<file path="config.mk">
export PLATFORM = sky130hd
export DESIGN_NAME = i2s_tx_ctrl_flat
export DESIGN_NICKNAME = d
export VERILOG_FILES = /design/src/rtl/i2s_tx_ctrl_if.sv /design/src/rtl/i2s_tx_ctrl.sv /design/src/flat_wrapper.sv
export SDC_FILE = /design/constraint.sdc
export NUM_CORES = 1
export LEC_CHECK = 0
export BUFFER_PORTS_ARGS = -buffer_cell sky130_fd_sc_hd__buf_2
export CORE_MARGIN = 5
export CORE_UTILIZATION = 45
export DETAILED_ROUTE_END_ITERATION = 6
export GPL_ROUTABILITY_DRIVEN = 0
export HOLD_SLACK_MARGIN = 0.06
export MAX_ROUTING_LAYER = met4
export PLACE_DENSITY = 0.6
export RECOVER_POWER = 25
export SYNTH_ARGS = -nofsm -noshare
export SYNTH_HDL_FRONTEND = slang
export SYNTH_SLANG_ARGS = --single-unit
</file>
<file path="constraint.sdc">
create_clock -name i_clk -period 4 [get_ports i_clk]
set_clock_uncertainty 0.1 [all_clocks]
set_input_delay 0.2 -clock i_clk [delete_from_list [all_inputs] [get_ports i_clk]]
set_output_delay 0.2 -clock i_clk [all_outputs]
set_load 0.005 [all_outputs]
</file>
<file path="src/rtl/i2s_tx_ctrl_if.sv">
// Handshake bundle between the DSP sample streams, control, and the i2sm_tx
// sample request port. The slave side is i2s_tx_ctrl.
interface i2s_tx_ctrl_if #(
    parameter int DW = 24
);
    logic          l_valid;
    logic          l_ready;
    logic [DW-1:0] l_sample;
    logic          r_valid;
    logic          r_ready;
    logic [DW-1:0] r_sample;
    logic          start;
    logic          stop;
    logic          mute;
    logic          tx_en;
    logic          tx_rd_en;
    logic          tx_valid;
    logic [DW-1:0] tx_sample;
    logic          busy;
    logic [15:0]   underrun_ct;

    modport master (
        output l_valid, l_sample, r_valid, r_sample, start, stop, mute, tx_rd_en,
        input  l_ready, r_ready, tx_en, tx_valid, tx_sample, busy, underrun_ct
    );

    modport slave (
        input  l_valid, l_sample, r_valid, r_sample, start, stop, mute, tx_rd_en,
        output l_ready, r_ready, tx_en, tx_valid, tx_sample, busy, underrun_ct
    );
endinterface

</file>
<file path="src/rtl/i2s_tx_ctrl.sv">
// Stereo sample scheduler for i2sm_tx: per-channel FIFOs, prefill/run/drain
// sequencing and strict L/R request alternation with underrun counting.
module i2s_tx_ctrl_fifo #(
    parameter int DW    = 24,
    parameter int DEPTH = 8
) (
    input  logic                     i_clk,
    input  logic                     i_rst,
    input  logic                     i_valid,
    input  logic [DW-1:0]            i_data,
    input  logic                     i_pop,
    output logic                     o_ready,
    output logic [DW-1:0]            o_data,
    output logic [$clog2(DEPTH):0]   o_level,
    output logic                     o_empty
);
    localparam int AW = $clog2(DEPTH);
    localparam int LW = AW + 1;

    logic [DW-1:0] r_mem [DEPTH];
    logic [AW-1:0] r_wr_ptr;
    logic [AW-1:0] r_rd_ptr;
    logic [LW-1:0] r_level;
    logic          r_ready;
    logic          w_push;
    logic          w_pop;
    logic [LW-1:0] w_level_nxt;

    assign w_push      = i_valid && r_ready;
    assign w_pop       = i_pop && (r_level != '0);
    assign w_level_nxt = r_level + LW'(w_push) - LW'(w_pop);

    // Ready is a flop of the next level so a same-cycle pop never opens it early.
    always_ff @(posedge i_clk) begin
        if (i_rst) begin
            r_wr_ptr <= '0;
            r_rd_ptr <= '0;
            r_level  <= '0;
            r_ready  <= 1'b0;
        end else begin
            if (w_push) r_wr_ptr <= r_wr_ptr + AW'(1);
            if (w_pop)  r_rd_ptr <= r_rd_ptr + AW'(1);
            r_level <= w_level_nxt;
            r_ready <= (w_level_nxt != LW'(DEPTH));
        end
    end

    always_ff @(posedge i_clk) begin
        if (w_push) r_mem[r_wr_ptr] <= i_data;
    end

    assign o_ready = r_ready;
    assign o_data  = r_mem[r_rd_ptr];
    assign o_level = r_level;
    assign o_empty = (r_level == '0);
endmodule

module i2s_tx_ctrl #(
    parameter int DW      = 24,
    parameter int DEPTH   = 8,
    parameter int PREFILL = 4
) (
    input  logic         i_clk,
    input  logic         i_rst,
    i2s_tx_ctrl_if.slave bus
);
    localparam int LW  = $clog2(DEPTH) + 1;
    localparam int NCH = 2;

    typedef enum logic [1:0] {
        S_IDLE,
        S_PREFILL,
        S_RUN,
        S_DRAIN
    } state_t;

    state_t                   r_state;
    state_t                   w_state_nxt;
    logic                     r_ptr;
    logic                     r_tx_valid;
    logic [DW-1:0]            r_tx_sample;
    logic [15:0]              r_underrun_ct;

    logic [NCH-1:0]           w_push_vld;
    logic [NCH-1:0]           w_ready;
    logic [NCH-1:0]           w_pop;
    logic [NCH-1:0]           w_empty;
    logic [NCH-1:0][DW-1:0]   w_wdata;
    logic [NCH-1:0][DW-1:0]   w_rdata;
    logic [NCH-1:0][LW-1:0]   w_level;
    logic                     w_req;
    logic                     w_cur_empty;
    logic                     w_prefill_ok;

    assign w_push_vld = {bus.r_valid, bus.l_valid};
    assign w_wdata    = {bus.r_sample, bus.l_sample};

    // Channel 0 is left, channel 1 is right; r_ptr indexes them directly.
    generate
        for (genvar ch = 0; ch < NCH; ch++) begin : g_ch
            i2s_tx_ctrl_fifo #(.DW(DW), .DEPTH(DEPTH)) u_fifo (
                .i_clk   (i_clk),
                .i_rst   (i_rst),
                .i_valid (w_push_vld[ch]),
                .i_data  (w_wdata[ch]),
                .i_pop   (w_pop[ch]),
                .o_ready (w_ready[ch]),
                .o_data  (w_rdata[ch]),
                .o_level (w_level[ch]),
                .o_empty (w_empty[ch])
            );
        end
    endgenerate

    assign w_req        = bus.tx_rd_en && ((r_state == S_RUN) || (r_state == S_DRAIN));
    assign w_cur_empty  = w_empty[r_ptr];
    assign w_prefill_ok = (w_level[0] >= LW'(PREFILL)) && (w_level[1] >= LW'(PREFILL));

    always_comb begin
        w_pop = '0;
        if (w_req && !w_cur_empty) w_pop[r_ptr] = 1'b1;
    end

    always_ff @(posedge i_clk) begin
        if (i_rst) r_state <= S_IDLE;
        else       r_state <= w_state_nxt;
    end

    always_comb begin
        w_state_nxt = r_state;
        case (r_state)
            S_IDLE:    if (bus.start) w_state_nxt = S_PREFILL;
            S_PREFILL: begin
                if (bus.stop)          w_state_nxt = S_IDLE;
                else if (w_prefill_ok) w_state_nxt = S_RUN;
            end
            S_RUN:     if (bus.stop) w_state_nxt = S_DRAIN;
            S_DRAIN:   if (w_req && r_ptr) w_state_nxt = S_IDLE;
            default:   w_state_nxt = S_IDLE;
        endcase
    end

    always_ff @(posedge i_clk) begin
        if (i_rst) begin
            r_ptr         <= 1'b0;
            r_tx_valid    <= 1'b0;
            r_tx_sample   <= '0;
            r_underrun_ct <= '0;
        end else begin
            r_tx_valid <= w_req;
            if (r_state == S_PREFILL && w_state_nxt == S_RUN) r_ptr <= 1'b0;
            else if (w_req)                                   r_ptr <= ~r_ptr;
            // Mute still pops so the L/R pairing survives the muted span.
            if (w_req) r_tx_sample <= (bus.mute || w_cur_empty) ? '0 : w_rdata[r_ptr];
            if (r_state == S_IDLE && bus.start)
                r_underrun_ct <= '0;
            else if (w_req && w_cur_empty && r_underrun_ct != 16'hFFFF)
                r_underrun_ct <= r_underrun_ct + 16'd1;
        end
    end

    assign bus.l_ready     = w_ready[0];
    assign bus.r_ready     = w_ready[1];
    assign bus.tx_en       = (r_state == S_RUN) || (r_state == S_DRAIN);
    assign bus.tx_valid    = r_tx_valid;
    assign bus.tx_sample   = r_tx_sample;
    assign bus.busy        = (r_state != S_IDLE);
    assign bus.underrun_ct = r_underrun_ct;
endmodule

</file>
<file path="src/flat_wrapper.sv">
// flat-port wrapper written by rule: the top's interface ports become plain ports
module i2s_tx_ctrl_flat 
#(
    parameter int DW      = 24,
    parameter int DEPTH   = 8,
    parameter int PREFILL = 4
)
  (i_clk, i_rst, bus_l_valid, bus_l_sample, bus_r_valid, bus_r_sample, bus_start, bus_stop, bus_mute, bus_tx_rd_en, bus_l_ready, bus_r_ready, bus_tx_en, bus_tx_valid, bus_tx_sample, bus_busy, bus_underrun_ct);
  i2s_tx_ctrl_if #(.DW(DW)) bus_i ();
  input  logic i_clk;
  input  logic i_rst;
  input wire logic [$bits(bus_i.l_valid)-1:0] bus_l_valid;
  input wire logic [$bits(bus_i.l_sample)-1:0] bus_l_sample;
  input wire logic [$bits(bus_i.r_valid)-1:0] bus_r_valid;
  input wire logic [$bits(bus_i.r_sample)-1:0] bus_r_sample;
  input wire logic [$bits(bus_i.start)-1:0] bus_start;
  input wire logic [$bits(bus_i.stop)-1:0] bus_stop;
  input wire logic [$bits(bus_i.mute)-1:0] bus_mute;
  input wire logic [$bits(bus_i.tx_rd_en)-1:0] bus_tx_rd_en;
  output wire logic [$bits(bus_i.l_ready)-1:0] bus_l_ready;
  output wire logic [$bits(bus_i.r_ready)-1:0] bus_r_ready;
  output wire logic [$bits(bus_i.tx_en)-1:0] bus_tx_en;
  output wire logic [$bits(bus_i.tx_valid)-1:0] bus_tx_valid;
  output wire logic [$bits(bus_i.tx_sample)-1:0] bus_tx_sample;
  output wire logic [$bits(bus_i.busy)-1:0] bus_busy;
  output wire logic [$bits(bus_i.underrun_ct)-1:0] bus_underrun_ct;
  assign bus_i.l_valid = bus_l_valid;
  assign bus_i.l_sample = bus_l_sample;
  assign bus_i.r_valid = bus_r_valid;
  assign bus_i.r_sample = bus_r_sample;
  assign bus_i.start = bus_start;
  assign bus_i.stop = bus_stop;
  assign bus_i.mute = bus_mute;
  assign bus_i.tx_rd_en = bus_tx_rd_en;
  assign bus_l_ready = bus_i.l_ready;
  assign bus_r_ready = bus_i.r_ready;
  assign bus_tx_en = bus_i.tx_en;
  assign bus_tx_valid = bus_i.tx_valid;
  assign bus_tx_sample = bus_i.tx_sample;
  assign bus_busy = bus_i.busy;
  assign bus_underrun_ct = bus_i.underrun_ct;
  i2s_tx_ctrl #(.DW(DW), .DEPTH(DEPTH), .PREFILL(PREFILL)) u_core (.i_clk(i_clk), .i_rst(i_rst), .bus(bus_i));
endmodule
</file>
# == Word-level counts from Yosys, hierarchy flattened ==
# Memories as Yosys holds them, arrays and structs flattened. A register that Yosys moved wholly into a read port is not among the register bits.
# Cells that the tools add are included.
# totals
mem_count,2
ff_bits,66
ramBits,384
elab_cells,82
# classes
bitwise,1
n_mux,22
n_eq_ne,7
magnitude_cmp,4
addsub,9
n_reduce_logical,24
# mem_list
memory,words,word_bits,read_ports,rd_ports_with_merged_regs,wr,line_no,text
u_core.g_ch[0].u_fifo.r_mem,8,24,1,1,1,i2s_tx_ctrl.sv:20,logic [DW-1:0] r_mem [DEPTH];
u_core.g_ch[1].u_fifo.r_mem,8,24,1,1,1,i2s_tx_ctrl.sv:20,
# ops
cell,count
$mux 24,3
$add 16x1->16 const B,1
$ne 16x16->1 const B,1
$logic_and 1x1->1,13
$add 3x1->3 const B,4
$mux 2,6
$mux 3,4
$add 4x1->4,2
$ge 4x3->1 const B,2
$logic_not 4->1,2
$ne 4x4->1 const B,2
$pmux 2 s4,1
$reduce_bool 4->1,2
$sub 4x1->4,2
$mux 1,7
$eq 2x2->1 const B,3
$reduce_or 2->1,2
$eq 2x1->1 const B,1
$logic_not 2->1,1
$logic_or 1x1->1,2
$lt 1x2->1 const B,1
$reduce_bool 2->1,1
$demux 1 s1,1
$ge 1x1->1 const B,1
2 further kinds,2

# == Longest topological paths before layout ==
# logic_depth
word_depth,9
ltp_mapped,11
mapped_depth_nobuf,11

# == Cells and area by module ==
# From an unflattened synthesis, not the netlist that was laid out.
# hier_totals
hier_cells,944
area_unflattened_um2,17917.2
# modules_own_cells
mod,cells_each,seq_area_each_um2,area_per_inst_um2,n_inst
i2s_tx_ctrl_fifo (u_core.g_ch[1].u_fifo),359,6045.8,7973.9,1
i2s_tx_ctrl_fifo (u_core.g_ch[0].u_fifo),359,6045.8,7972.6,1
i2s_tx_ctrl,226,880.8,1970.6,1

# == Worst setup path before layout ==
# Ideal clock, no wire load.
# synth_path
kind,flip-flop to flip-flop
start,register u_core.g_ch[0].u_fifo.r_ready
end,"memory u_core.g_ch[0].u_fifo.r_mem[0][0], enable pin"
t_required_ns,3.434
setup_slack_ns,0.522
t_arrival_ns,2.912
setup_time_ns,0.466
path_stages_with_launch,3
n_path_buf,0
path_cell_list,dfxtp_1 nand2_1 nor4_1
# synth_via
elab_chain_cells,3
# synth_lines
element,line_no,text
start: declaration,i2s_tx_ctrl.sv:24,logic r_ready;
start signal: assignment,i2s_tx_ctrl.sv:44,r_ready <= (w_level_nxt != LW'(DEPTH));
$logic_and 1x1->1,i2s_tx_ctrl.sv:29,assign w_push = i_valid && r_ready;
$mux 1,i2s_tx_ctrl.sv:49,if (w_push) r_mem[r_wr_ptr] <= i_data;
$mux 1 (implied by the code),i2s_tx_ctrl.sv:49,
end: declaration,i2s_tx_ctrl.sv:20,
# No other way between the ends.

# == Worst setup path after layout ==
# layout_path
start,register u_core.r_state[1]
end,register u_core.g_ch[1].u_fifo.r_ready
# layout_via
elab_chain_cells,8
word_cells_on_any_way,9
cone_classes,add/sub (1); eq/ne (3); mux (1); reduce/logical (4)
# layout_lines
element,line_no,text
start: declaration,i2s_tx_ctrl.sv:77,state_t r_state;
start signal: assignment,i2s_tx_ctrl.sv:126,else r_state <= w_state_nxt;
$eq 2x2->1,i2s_tx_ctrl.sv:115,assign w_req = bus.tx_rd_en && ((r_state == S_RUN) || (r_state == S_DRAIN));
$logic_or 1x1->1 (*),i2s_tx_ctrl.sv:115,
$logic_and 1x1->1 (*),i2s_tx_ctrl.sv:115,
$logic_and 1x1->1 (*),i2s_tx_ctrl.sv:121,if (w_req && !w_cur_empty) w_pop[r_ptr] = 1'b1;
$mux 2 (*),i2s_tx_ctrl.sv:121,
$logic_and 1x1->1 (*),i2s_tx_ctrl.sv:30,assign w_pop = i_pop && (r_level != '0);
$sub 4x1->4 (*),i2s_tx_ctrl.sv:31,assign w_level_nxt = r_level + LW'(w_push) - LW'(w_pop);
$ne 4x4->1 (*),i2s_tx_ctrl.sv:44,
end signal: assignment,i2s_tx_ctrl.sv:44,
end: declaration,i2s_tx_ctrl.sv:24,
# Every way passes the cells marked *; elsewhere a longest branch is shown, timed or not.
# A chain may end at the register's enable or synchronous reset.

==> results by group <==
Clock network
  – Post_cts resized: 0
  – CTS Buf Count: 46
  – CTS tree: done
  – Postcts setup bufs: 0
  – H-tree depth: 2
  – Clock Sinks: 456
  – Worst skew pair latency: 0.55 ns
  – Root Driver: clkbuf_16
  – Clk buf depth: 3
  – Worst-path clk slew: 0.06 ns

Run
  – Max-cap violations: 0

Hold path
  – Min-delay worst type: reg -> reg

Global routing
  – Pin count of the biggest net entering global routing: 49
  – Initial antenna violation count: 3
  – Vias in the first global route: between 9,000 and 10,000
  – GRT Util Overall: about 17%
  – Congestion Overflow GR: 0
  – First-pass GRT wire length: roughly 55,000 microns

Logic synthesis
  – Sequential share of the synthesized area: 73.4%
  – Seq cells post-synth: 456
  – Share of the synthesized area in the top cell type: 65.2%
  – Fraction of registers with async set/reset: 0%
  – Area leader, netlist: edfxtp_1
  – Gate Count Post-Synth: 930
  – Number of synthesized flops with an enable pin: ~380
  – Post-Syn Area: 17,700 sq um
  – Xor/xnor share of the synthesized area: 1.29%
  – Complex-gate fraction of the synthesized area: under 10%
  – Largest family of logic cells by synthesized area: multiplexers
  – Top FF cell, synth: edfxtp_1
  – Synth Area in Simple Gates: 4.59%
  – Synth Area in Adders: 1.22%
  – Synth top area cells: edfxtp_1, mux4_2, dfxtp_1
  – Distinct cells, synth: 52
  – Post-synthesis mux area share: 15.5%
  – Synth warn: 0
  – Avg Cell Area, Syn: about 19 sq um
  – Synth Net Count: 1,002

Timing
  – Max Freq: 0.374 GHz
  – Setup violators final: 0
  – Worst slew margin: 20.2%
  – Slew at the pin closest to its max-slew limit: about 1.2 ns
  – RSZ-0062 raised after global routing: false
  – Final hold violations: 0
  – Tcrit/Tclk final: 66.9%
  – Final min period: 2.68 ns
  – Slew Limit Fails: 0
  – Final TNS setup: 0 ns

Die
  – DIE AREA: 43,300 sq um
  – Rows: 72
  – Starting Density: 45.6%
  – Die Height: 208 microns
  – Top-level I/O count: 101
  – Die span in x: around 210 microns
  – CORE AREA: 38,700 sq um

Critical path
  – Crit path max fanout: 9
  – CP Capture Type: flop
  – CP startpoint kind: flop
  – CP Data Arrival Time: around 3.0 ns
  – Worst EP required: ~4.3 ns
  – CP Class: reg -> reg

Pwr
  – Cell Pwr Density: 488 nW/um^2
  – Leak Pwr: 6.83 nW
  – Worst vdd ir: roughly 0.28 mV

Route
  – DRC Markers: 0
  – Initial DRC count: around 580
  – TritonRoute pass-1 iters: 5
  – DR vias: roughly 8,800
  – Total Wirelength: 35,600 microns
  – Final ANT Viol Nets: 0
  – Vias per inst: 5.27
  – Wire per inst: 21.3 microns

Place
  – Final HPWL DP: 20,900 microns
  – Port-buffer cells: 100

Final layout
  – Final Net Count: ~1,200
  – Core Util, Final: 53.8%
  – Fraction of final layout cells sized beyond drive strength 1: 28.8%
  – Area Overhead vs Synth: 17.9%

Run status
  – Status: complete, no violations
[path summary, 6_finish.rpt]
kind | start | end | slack, ns | depth (start not counted)
setup / recovery | u_core.r_state[1] | u_core.g_ch[1].u_fifo.o_ready | 1.32 | 10
hold / removal | u_core.bus.tx_sample[17] | u_core.bus.tx_sample[17] | 0.39 | 2
setup reg to reg | u_core.r_state[1] | u_core.g_ch[1].u_fifo.o_ready | 1.32 | 10
hold reg to reg | u_core.bus.tx_sample[17] | u_core.bus.tx_sample[17] | 0.39 | 2
[layer usage]
| layer | vias to the layer above | track usage (%) | part of all wire (%) |
|---|---|---|---|
| met3 | 51 | 4.41 | 6.1 |
| met5 | - | - | 0 |
| met4 | 0 | 3.51 | 1.6 |
| met1 | 4481 | 23.6 | 45 |
| li1 | 4082 | - | - |
| met2 | 209 | 26.0 | 47 |
[sequential cells by signal (all words and copies together) (netlist names), named ones only]
signal                       cells
u_core.r_ptr                     1
u_core.bus.tx_sample            24
u_core.bus.underrun_ct          16
u_core.r_state                   2
u_core.g_ch.u_fifo.r_mem       384
u_core.g_ch.u_fifo.r_rd_ptr      6
u_core.g_ch.u_fifo.r_wr_ptr      6
u_core.g_ch.u_fifo.o_level       8
u_core.bus.tx_valid              1
u_core.g_ch.u_fifo.o_ready       2
[per-stage QoR]
stage                     cells  power, mW  area (sq um)  hold WS (ns)  setup slack, ns
after detailed placement   1530       6.15         18900         0.376             1.34
final                      1674       10.2         20900         0.385             1.32
after global placement     1530       6.14         18900         0.359             1.41
after CTS                  1671       10.3         20900         0.326             1.30
after floorplan             930       5.89         17700         0.199            0.522
after global routing       1674       10.6         20900         0.394             1.07
[layout by cell type (no fill, tap or decap), drive strengths merged, types with 17 or more instances in the layout]
cell type / count
xnor2: 17
dlygate4sd3: 56
mux2: 48
a22oi: 24
clkbuf: 104
nand2: 70
edfxtp: 384
buf: 92
mux4: 96
dfxtp: 72
nor2: 53
[cells in the mapped netlist (3+ instances only)]
| cell type | number |
|---|---|
| mux4_2 | 96 |
| buf_6 | 4 |
| mux2_2 | 48 |
| xnor2_1 | 17 |
| a22oi_1 | 24 |
| mux2i_1 | 4 |
| edfxtp_1 | 384 |
| buf_2 | 12 |
| o211ai_1 | 4 |
| nor4_2 | 3 |
| inv_1 | 13 |
| ha_1 | 14 |
| nand2_1 | 69 |
| a311oi_1 | 3 |
| a21oi_1 | 7 |
| nand2b_1 | 5 |
| buf_4 | 3 |
| dfxtp_1 | 72 |
| a21o_1 | 4 |
| clkbuf_1 | 18 |
| nor2b_1 | 3 |
| or4_1 | 3 |
| nor3_1 | 10 |
| buf_1 | 5 |
| nor2_1 | 52 |
| xor2_1 | 9 |
| nand3_1 | 10 |
[worst max-delay path: stages (launching register included)]
cell      delay, ns
dfxtp_1        0.49
nand2_2        0.20
a211oi_2       0.50
xnor2_1        0.18
ha_1           0.19
inv_1          0.06
fa_1           0.39
xor2_1         0.18
nand3b_1       0.10
nor2_1         0.09
nor2_1         0.04
[power by group]
part | leakage [nW] | total, mW | internal (mW) | switching (mW)
Sequential | 4.05 | 5.40 | 5.33 | 0.0697
Clock | 0.700 | 4.10 | 2.41 | 1.69
Combinational | 2.08 | 0.676 | 0.306 | 0.370
[repair_timing]
action,CTS,global route
hold buffers,56,0
hold endpoints to repair,403,0
setup endpoints to repair,0,0
[cells by family after synthesis]
logic type               Yosys count
flip-flops                       456
multiplexers                     148
AND/OR/NAND/NOR                  172
AO/OA/AOI/OAI                     55
adder cells (fa/ha/maj)           16
XOR/XNOR                          26
buffers and inverters             57
[area by class of cell]
type / instances / area (sq um)
repair buffers: 180 / 1200
clock inverters: 13 / 110
flip-flops and latches: 456 / 13000
diodes: 3 / 7.51
fillers: 3138 / 17900
well taps: 518 / 648
multi-input cells: 417 / 4520
clock buffers: 72 / 1330
inverters: 15 / 56.3
No activity file was read; power rests on OpenSTA's default activity.
